### src/rtl/nn_pkg.sv
// Shared definitions for the neural-network layer datapath: address-generator FSM
// states, default layer dimensions and the weight stride derivation.
package nn_pkg;

   typedef enum logic [1:0] {
      AG_IDLE = 2'd0,
      AG_RUN  = 2'd1,
      AG_DONE = 2'd2
   } ag_state_e;

   // Default layer dimensions, also used by the neuron ALU and the memories.
   localparam int unsigned NN_N_INPUTS  = 4;
   localparam int unsigned NN_N_NEURONS = 3;
   localparam int unsigned NN_IN_AW     = 4;
   localparam int unsigned NN_W_AW      = 8;
   localparam int unsigned NN_W_BASE    = 0;

   // Weight words per neuron: one per input, plus one bias word when enabled.
   function automatic int unsigned ag_stride(input int unsigned n_inputs, input bit bias_en);
      return bias_en ? n_inputs + 1 : n_inputs;
   endfunction

endpackage

### src/rtl/nn_idx_counter.sv
// Wrap counter 0..MaxCnt-1 with enable, synchronous clear and terminal-count flag.
module nn_idx_counter #(
   parameter int unsigned MaxCnt = 4,
   parameter int unsigned Width  = 2
) (
   input  logic             clk_i,
   input  logic             clr_i,
   input  logic             en_i,
   output logic [Width-1:0] cnt_o,
   output logic             tc_o
);

   localparam logic [Width-1:0] LastVal = Width'(MaxCnt - 1);

   logic [Width-1:0] cnt_q, cnt_d;

   assign tc_o  = (cnt_q == LastVal);
   assign cnt_o = cnt_q;

   always_comb begin
      cnt_d = cnt_q;
      if (clr_i) begin
         cnt_d = '0;
      end else if (en_i) begin
         cnt_d = tc_o ? '0 : cnt_q + Width'(1);
      end
   end

   always_ff @(posedge clk_i) begin
      cnt_q <= cnt_d;
   end

endmodule

### src/rtl/nn_addr_gen.sv
// Fully-connected layer address generator: walks every (neuron, input) pair and issues
// input/weight read addresses with first/last framing. Define AG_BIAS_EN for a bias word.
module nn_addr_gen
   import nn_pkg::*;
#(
   parameter int unsigned N_INPUTS  = NN_N_INPUTS,
   parameter int unsigned N_NEURONS = NN_N_NEURONS,
   parameter int unsigned IN_AW     = NN_IN_AW,
   parameter int unsigned W_AW      = NN_W_AW,
   parameter int unsigned W_BASE    = NN_W_BASE
) (
   input  logic             clk,
   input  logic             reset,
   input  logic             ag_rst,
   input  logic             ag_read,
   output logic [IN_AW-1:0] in_addr,
   output logic [W_AW-1:0]  w_addr,
   output logic             addr_valid,
   output logic             first,
   output logic             last,
   output logic             is_bias,
   output logic [7:0]       neuron_idx,
   output logic             done
);

`ifdef AG_BIAS_EN
   localparam bit BiasEn = 1'b1;
`else
   localparam bit BiasEn = 1'b0;
`endif

   localparam int unsigned STRIDE = ag_stride(N_INPUTS, BiasEn);
   localparam int unsigned IW     = $clog2(STRIDE);

   ag_state_e state_q;

   logic [IW-1:0]    i_cnt;
   logic [7:0]       n_cnt;
   logic             i_tc, n_tc;
   logic             clr, issue, final_elem, elem_bias;
   logic [IN_AW-1:0] in_nxt;
   logic [W_AW-1:0]  w_nxt;
   logic [31:0]      w_sum;

   logic [IN_AW-1:0] in_addr_q;
   logic [W_AW-1:0]  w_addr_q;
   logic             addr_valid_q, first_q, last_q, is_bias_q, done_q;
   logic [7:0]       neuron_idx_q;

   assign clr        = reset | ag_rst;
   assign issue      = ag_read & ~clr & (state_q != AG_DONE);
   assign final_elem = i_tc & n_tc;

   nn_idx_counter #(
      .MaxCnt (STRIDE),
      .Width  (IW)
   ) u_i_cnt (
      .clk_i (clk),
      .clr_i (clr),
      .en_i  (issue),
      .cnt_o (i_cnt),
      .tc_o  (i_tc)
   );

   // The neuron counter never wraps: its final element sends the FSM to DONE instead.
   nn_idx_counter #(
      .MaxCnt (N_NEURONS),
      .Width  (8)
   ) u_n_cnt (
      .clk_i (clk),
      .clr_i (clr),
      .en_i  (issue & i_tc & ~n_tc),
      .cnt_o (n_cnt),
      .tc_o  (n_tc)
   );

   always_comb begin
      elem_bias = BiasEn && (i_cnt == IW'(N_INPUTS));
      in_nxt    = elem_bias ? IN_AW'(N_INPUTS - 1) : IN_AW'(i_cnt);
      w_sum     = W_BASE + STRIDE * 32'(n_cnt) + 32'(i_cnt);
      w_nxt     = W_AW'(w_sum);
   end

   always_ff @(posedge clk) begin
      if (reset || ag_rst) begin
         state_q      <= AG_IDLE;
         in_addr_q    <= '0;
         w_addr_q     <= '0;
         addr_valid_q <= 1'b0;
         first_q      <= 1'b0;
         last_q       <= 1'b0;
         is_bias_q    <= 1'b0;
         neuron_idx_q <= '0;
         done_q       <= 1'b0;
      end else begin
         addr_valid_q <= 1'b0;
         first_q      <= 1'b0;
         last_q       <= 1'b0;
         is_bias_q    <= 1'b0;
         unique case (state_q)
            AG_IDLE, AG_RUN: begin
               if (ag_read) begin
                  in_addr_q    <= in_nxt;
                  w_addr_q     <= w_nxt;
                  addr_valid_q <= 1'b1;
                  first_q      <= (i_cnt == '0);
                  last_q       <= i_tc;
                  is_bias_q    <= elem_bias;
                  neuron_idx_q <= n_cnt;
                  state_q      <= final_elem ? AG_DONE : AG_RUN;
               end
            end
            AG_DONE: begin
               done_q <= 1'b1;
            end
            default: begin
               state_q <= AG_IDLE;
            end
         endcase
      end
   end

   assign in_addr    = in_addr_q;
   assign w_addr     = w_addr_q;
   assign addr_valid = addr_valid_q;
   assign first      = first_q;
   assign last       = last_q;
   assign is_bias    = is_bias_q;
   assign neuron_idx = neuron_idx_q;
   assign done       = done_q;

endmodule

### config.mk
export PLATFORM = sky130hd
export DESIGN_NAME = nn_addr_gen
export DESIGN_NICKNAME = d
export VERILOG_FILES = /design/src/rtl/nn_pkg.sv /design/src/rtl/nn_idx_counter.sv /design/src/rtl/nn_addr_gen.sv
export SDC_FILE = /design/constraint.sdc
export NUM_CORES = 1
export LEC_CHECK = 0
export CAP_MARGIN = 10
export CORE_MARGIN = 8
export CORE_UTILIZATION = 35
export DETAILED_ROUTE_END_ITERATION = 7
export REMOVE_ABC_BUFFERS = 1
export SLEW_MARGIN = 20
export SYNTH_ARGS = -nofsm -noshare
export SYNTH_HDL_FRONTEND = slang
export SYNTH_SLANG_ARGS = --single-unit
### constraint.sdc
create_clock -name clk -period 1.73 [get_ports clk]
set_input_delay 0.519 -clock clk [delete_from_list [all_inputs] [get_ports clk]]
set_output_delay 0.519 -clock clk [all_outputs]
set_load 0.01 [all_outputs]
# Yosys cells after proc, flatten, opt, wreduce, memory -nomap -nowiden
# Index checks and enable logic that the tools add are counted.
totals:
  ff_bits: 34
  latchBits: 0
  ramBits: 0
  romBits: 0
  output_inout_bits: 25
  mem_count: 0
op_classes:
  add_sub_neg: 3
  multipliers: 0
  div: 0
  n_lt_le_gt_ge: 0
  n_eq_ne: 6
  shifts: 0
  muxes: 6
  n_bitwise: 11
  n_reduce_logical: 8
op_table:
  columns: ["cell", "count"]
  rows:
  - ["$add A8 B1 Y8 const B", 1]
  - ["$add A8 B2 Y8", 1]
  - ["$eq A8 B2 Y1 const B", 1]
  - ["$mux W8", 1]
  - ["$mux W2", 3]
  - ["$and A1 B1 Y1", 5]
  - ["$not A1 Y1", 5]
  - ["$eq A2 B2 Y1 const B", 2]
  - ["$logic_not A2 Y1", 2]
  - ["$ne A2 B2 Y1 const B", 2]
  - ["$pmux W2 S2", 1]
  - ["$reduce_and A2 Y1", 2]
  - ["$reduce_or A2 Y1", 2]
  - ["$reduce_or A3 Y1", 1]
  - ["$add A2 B1 Y2 const B", 1]
  - ["$eq A2 B1 Y1 const B", 1]
  - ["$logic_or A1 B1 Y1", 1]
  - ["$mux W1", 1]
  - ["$or A1 B1 Y1", 1]

# Longest topological paths before layout
logic_depth:
  word_depth: 6
  mapped_depth: 6
  mapped_depth_nobuf: 6

# Cells and area by module
# Synthesis repeated with hierarchy kept, for this count alone.
unflattened:
  cells_unflattened: 129
  hier_area_um2: 1119.8
by_module_without_submodules:
  columns: ["mod", "n_inst", "cells_per_inst", "area_each_um2", "seq_area_each_um2"]
  rows:
  - ["nn_addr_gen", 1, 78, 641.9, 320.3]
  - ["nn_idx_counter (u_n_cnt)", 1, 43, 391.6, 160.2]
  - ["nn_idx_counter (u_i_cnt)", 1, 8, 86.3, 40.0]

# Worst setup path before layout
# Ideal clock, no wire load.
synth_timing:
  kind: "input port to flip-flop"
  from: "input ag_rst"
  to: "register u_n_cnt.cnt_q[4], in the netlist u_n_cnt.cnt_o[4]"
  setup_ns: 0.069
  arrival_ns: 1.318
  required_ns: 1.661
  path_slack_ns: 0.343
  cell_stages: 3
  n_path_buf: 0
  path_cell_list: "or2_1 -> or4_1 -> o21ai_1"
synth_between:
  elab_chain_cells: 6
synth_lines:
  columns: ["element", "line", "source"]
  rows:
  - ["from (decl)", "nn_addr_gen.sv:14", "input logic ag_rst,"]
  - ["$or A1 B1 Y1 (*)", "nn_addr_gen.sv:50", "assign clr = reset | ag_rst;"]
  - ["$not A1 Y1", "nn_addr_gen.sv:51", "assign issue = ag_read & ~clr & (state_q != AG_DONE);"]
  - ["$and A1 B1 Y1 (2 in a row)", "nn_addr_gen.sv:51", null]
  - ["$and A1 B1 Y1 (2 in a row)", "nn_addr_gen.sv:72", ".en_i (issue & i_tc & ~n_tc),"]
  - ["to (signal assigned)", "nn_idx_counter.sv:30", "cnt_q <= cnt_d;"]
  - ["to (decl)", "nn_idx_counter.sv:15", "logic [Width-1:0] cnt_q, cnt_d;"]
# Mark *: on every way between the ends. The rest lies on a longest branch, timed or not.
# A chain may end at the register's enable or synchronous reset.

# Final worst setup path
# Same ends and word-level chain as after synthesis.

==> qor.log <==
INFO  timing         setup-violations-final=0
INFO  timing         hold_ws=467ps
INFO  clock_tree     clock_net_sink_count=26
INFO  die            die_width=74.0um
INFO  clock_tree     cts_tree=done
INFO  clock_tree     h-tree-depth=1
INFO  power_and_ir_drop irDropWorstVdd=0.207mV
INFO  synth          synth_most_common_cell=sky130_fd_sc_hd__nand2_1
INFO  clock_tree     cts-root-buf=sky130_fd_sc_hd__clkbuf_4
INFO  cells_and_area regArea=520um^2
INFO  place          numPortBuffers=25
INFO  power_and_ir_drop seq_power_share=62.2%
INFO  cells_and_area multiInputGateArea=548um^2
INFO  power_and_ir_drop p_sw_share=21.9%
INFO  global_routing wire_length_of_the_first_global_routing_pass=4.17mm
INFO  timing         unrepaired_setup_endpoints_after_global_routing=false
INFO  power_and_ir_drop comb_power_share=6.6%
INFO  timing         layout_min_cycle_time=1510ps
INFO  synth          ys_ff_latch=26
INFO  setup_path     timing.critical_path.cells=clkdlybuf4s50_1 -> or2_1 -> or4_1 -> o21ai_1
INFO  power_and_ir_drop internal=762uW
INFO  setup_path     crit_slowest_cell=sky130_fd_sc_hd__or4_1
INFO  setup_path     required=2000ps
INFO  synth          synthesis.area=1180um^2
INFO  power_and_ir_drop power_switching=213uW
INFO  status         status=completed
INFO  global_routing via_count_of_the_first_global_routing_pass=956
INFO  timing         timing.final.hold_violations=0
INFO  synth          yosysUniqueCellTypes=34
INFO  timing         setup_ws=216ps
INFO  timing         timing.final.crit_share=87.5%
INFO  setup_path     crit_path_end_kind=flop
INFO  clock_tree     hold_buf_cts=0
INFO  route          route.detailed.drc=0
INFO  clock_tree     cts_setup_buffers=0
INFO  cells_and_area drive_above_1_share=12.9%
INFO  synth          post-synth-top-area-cell=sky130_fd_sc_hd__dfxtp_1
INFO  setup_path     cp_slowest_stage_delay=490ps
INFO  clock_tree     worstSkewPairLatency=320ps
INFO  cells_and_area num-fill-cells=336
INFO  synth          synth_top_area_share=44.2%
INFO  route          route.final.wire_length=2.49mm
INFO  route          drt_pre_antenna_iters=4
INFO  place          placement.setup.worst_slack=-117ps
INFO  synth          syn_avg_cell_area=8.54um^2
INFO  synth          synth.top_cells.by_area=sky130_fd_sc_hd__dfxtp_1 44%, sky130_fd_sc_hd__nand2_1 9.2%, sky130_fd_sc_hd__buf_4 7.6%, sky130_fd_sc_hd__a21oi_1 5.9%, sky130_fd_sc_hd__ha_1 4.2%
INFO  worst_hold_path class_of_the_tightest_hold_or_removal_check=reg -> reg
INFO  clock_tree     cts_buffer_count=3
INFO  cells_and_area n_antenna_cell=0
INFO  die            io_pins=29
INFO  timing         fmax=661MHz
INFO  synth          async_flop_share=0%
INFO  synth          synthFlopType=sky130_fd_sc_hd__dfxtp_1
INFO  setup_path     r2r_slack=230ps
INFO  global_routing antenna_violations_before_repair=0
INFO  clock_tree     clock_tree.buffer_depth=2
INFO  die            placement_rows=21
INFO  power_and_ir_drop sum_of_internal_switching_and_leakage_power=975uW
INFO  setup_path     start_kind=primary input
INFO  setup_path     worstSetupPathType=in -> reg
INFO  route          avgRoutedWirePerCell=11.9um
INFO  power_and_ir_drop p_leak=0.663nW
INFO  global_routing grt.overflow.total=0
INFO  setup_path     critPathArrivalTime=1780ps
INFO  global_routing grtUsageTotal=9.64%
INFO  place          gp_congestion=0.732
INFO  flow_run       max-cap-violations=0
INFO  global_routing pin_count_of_the_biggest_net_entering_global_routing=22
INFO  die            core=3280um^2
INFO  route          initialDrtViolationCount=40
INFO  synth          synth_enable_flop_cells=0
INFO  synth          synth.yosys.seq_area_share=44.2%
INFO  synth          post_synth_most_frequent_cells=29 x sky130_fd_sc_hd__nand2_1, 26 x sky130_fd_sc_hd__dfxtp_1, 14 x sky130_fd_sc_hd__a21oi_1, 12 x sky130_fd_sc_hd__buf_4, 10 x sky130_fd_sc_hd__nor2_1
INFO  die            floorplan.die_area=5480um^2
INFO  route          post_drt_via_cell_ratio=4.64
INFO  route          ant_nets=0
INFO  power_and_ir_drop clkPwrFrac=31.2%
INFO  cells_and_area final_layout_net_count=172
INFO  setup_path     timing.critical_path.fanout_max=2
INFO  die            start_util=35.9%
INFO  die            die-height=74.0um
INFO  cells_and_area syn2layout_area_growth=25.8%
INFO  timing         worst_clock_skew=6.11ps
INFO  timing         timing.final.max_slew_violations=0
INFO  synth          ys_warn_count=0
INFO  power_and_ir_drop power.density_cell_area=658nW/um^2
INFO  clock_tree     cts.reportedPaths.clkPinSlew=140ps
INFO  route          dr_total_vias=970
INFO  synth          synth_instances=138
INFO  place          post_detailed_placement_half_perimeter_wirelength=1.91mm
## path summary, 6_finish.rpt
check	start	endpoint	cells past startpoint
worst min-delay path	neuron_idx[7]	neuron_idx[7]	2
worst max-delay path	ag_rst	u_n_cnt.cnt_o[4]	4
worst max register to register	u_n_cnt.cnt_o[0]	u_n_cnt.cnt_o[1]	6
worst min register to register	neuron_idx[7]	neuron_idx[7]	2
## worst max-delay path: cells and delay by family
kind                   cells  cell delay [ps]
AO/OA/AOI/OAI              1               80
buffers and inverters      1              440
AND/OR/NAND/NOR            2              750
## registers in the layout, indices dropped and copies added (netlist names)
signal	cells
last	1
neuron_idx	3
u_n_cnt.cnt_o	8
addr_valid	1
done	1
state_q	2
w_addr	7
u_i_cnt.cnt_o	2
first	1
## layout by cell type, fill, tap and decap left out, types with 3 or more instances in the layout
| cell | Yosys | final |
|---|---|---|
| sky130_fd_sc_hd__dfxtp_1 | 26 | 26 |
| sky130_fd_sc_hd__ha_1 | 4 | 4 |
| sky130_fd_sc_hd__clkdlybuf4s50_1 | 0 | 3 |
| sky130_fd_sc_hd__dlygate4sd2_1 | 0 | 19 |
| sky130_fd_sc_hd__nand2_1 | 29 | 29 |
| sky130_fd_sc_hd__a21oi_1 | 14 | 14 |
| sky130_fd_sc_hd__buf_4 | 12 | 10 |
| sky130_fd_sc_hd__nor2_1 | 10 | 10 |
| sky130_fd_sc_hd__inv_1 | 3 | 3 |
| sky130_fd_sc_hd__nand3_1 | 4 | 4 |
| sky130_fd_sc_hd__xnor2_1 | 3 | 3 |
| sky130_fd_sc_hd__clkbuf_4 | 0 | 3 |
| sky130_fd_sc_hd__or3_1 | 3 | 3 |
| sky130_fd_sc_hd__dlymetal6s2s_1 | 0 | 3 |
| sky130_fd_sc_hd__conb_1 | 1 | 3 |
## cell families (layout without fill, tap and decap cells)
kind of cell | Yosys count | count (layout) | share of synthesized area (%)
xor+xnor | 4 | 4 | 2.97
other cells | 1 | 3 | 0.318
mux | 1 | 1 | 0.849
buf+inv | 19 | 42 | 9.98
flops | 26 | 26 | 44.2
simple gates | 64 | 64 | 28.2
compound gates | 19 | 19 | 9.24
fa+ha+maj | 4 | 4 | 4.25
## metrics by stage
step / TNS (ps) / cell area, um^2 / cells / utilization (%)
detailed placement: -1270 / 1460 / 205 / 44.5
global route: 0 / 1480 / 209 / 45.1
finish: 0 / 1480 / 209 / 45.1
CTS: 0 / 1480 / 209 / 44.9
global placement: -688 / 1460 / 205 / 44.5
floorplan: 0 / 1080 / 124 / -
## area by class of cell
| class | count | share of cell area (%) |
|---|---|---|
| Multi-Input combinational cell | 95 | 37.0 |
| Sequential cell | 26 | 35.1 |
| Timing Repair Buffer | 35 | 20.8 |
| Tap cell | 46 | 3.88 |
| Clock buffer | 4 | 2.45 |
| Inverter | 3 | 0.759 |
## layer usage
layer	GRT usage, %	part of all wire, %	vias to the layer above
met3	1.89	4.1	5
met5	0	0	-
met2	17.2	48	22
met1	10.4	45	448
met4	5.32	2.5	0
li1	-	-	495
## power groups by stage
stage	clock (mW)	combinational (mW)	sequential, mW
after floorplan	0	0.0249	0.621
after global placement	0	0.0645	0.620
after detailed placement	0	0.0654	0.620
after CTS	0.314	0.0653	0.607
after global routing	0.326	0.0714	0.607
final	0.304	0.0646	0.607
## repair_timing
item | 4_1_cts | 5_1_grt
setup endpoints to repair | 19 | 3
hold endpoints to repair | 0 | 0
gates resized for setup | 19 | 3
Note: power is estimated with default switching activity, not from simulation.
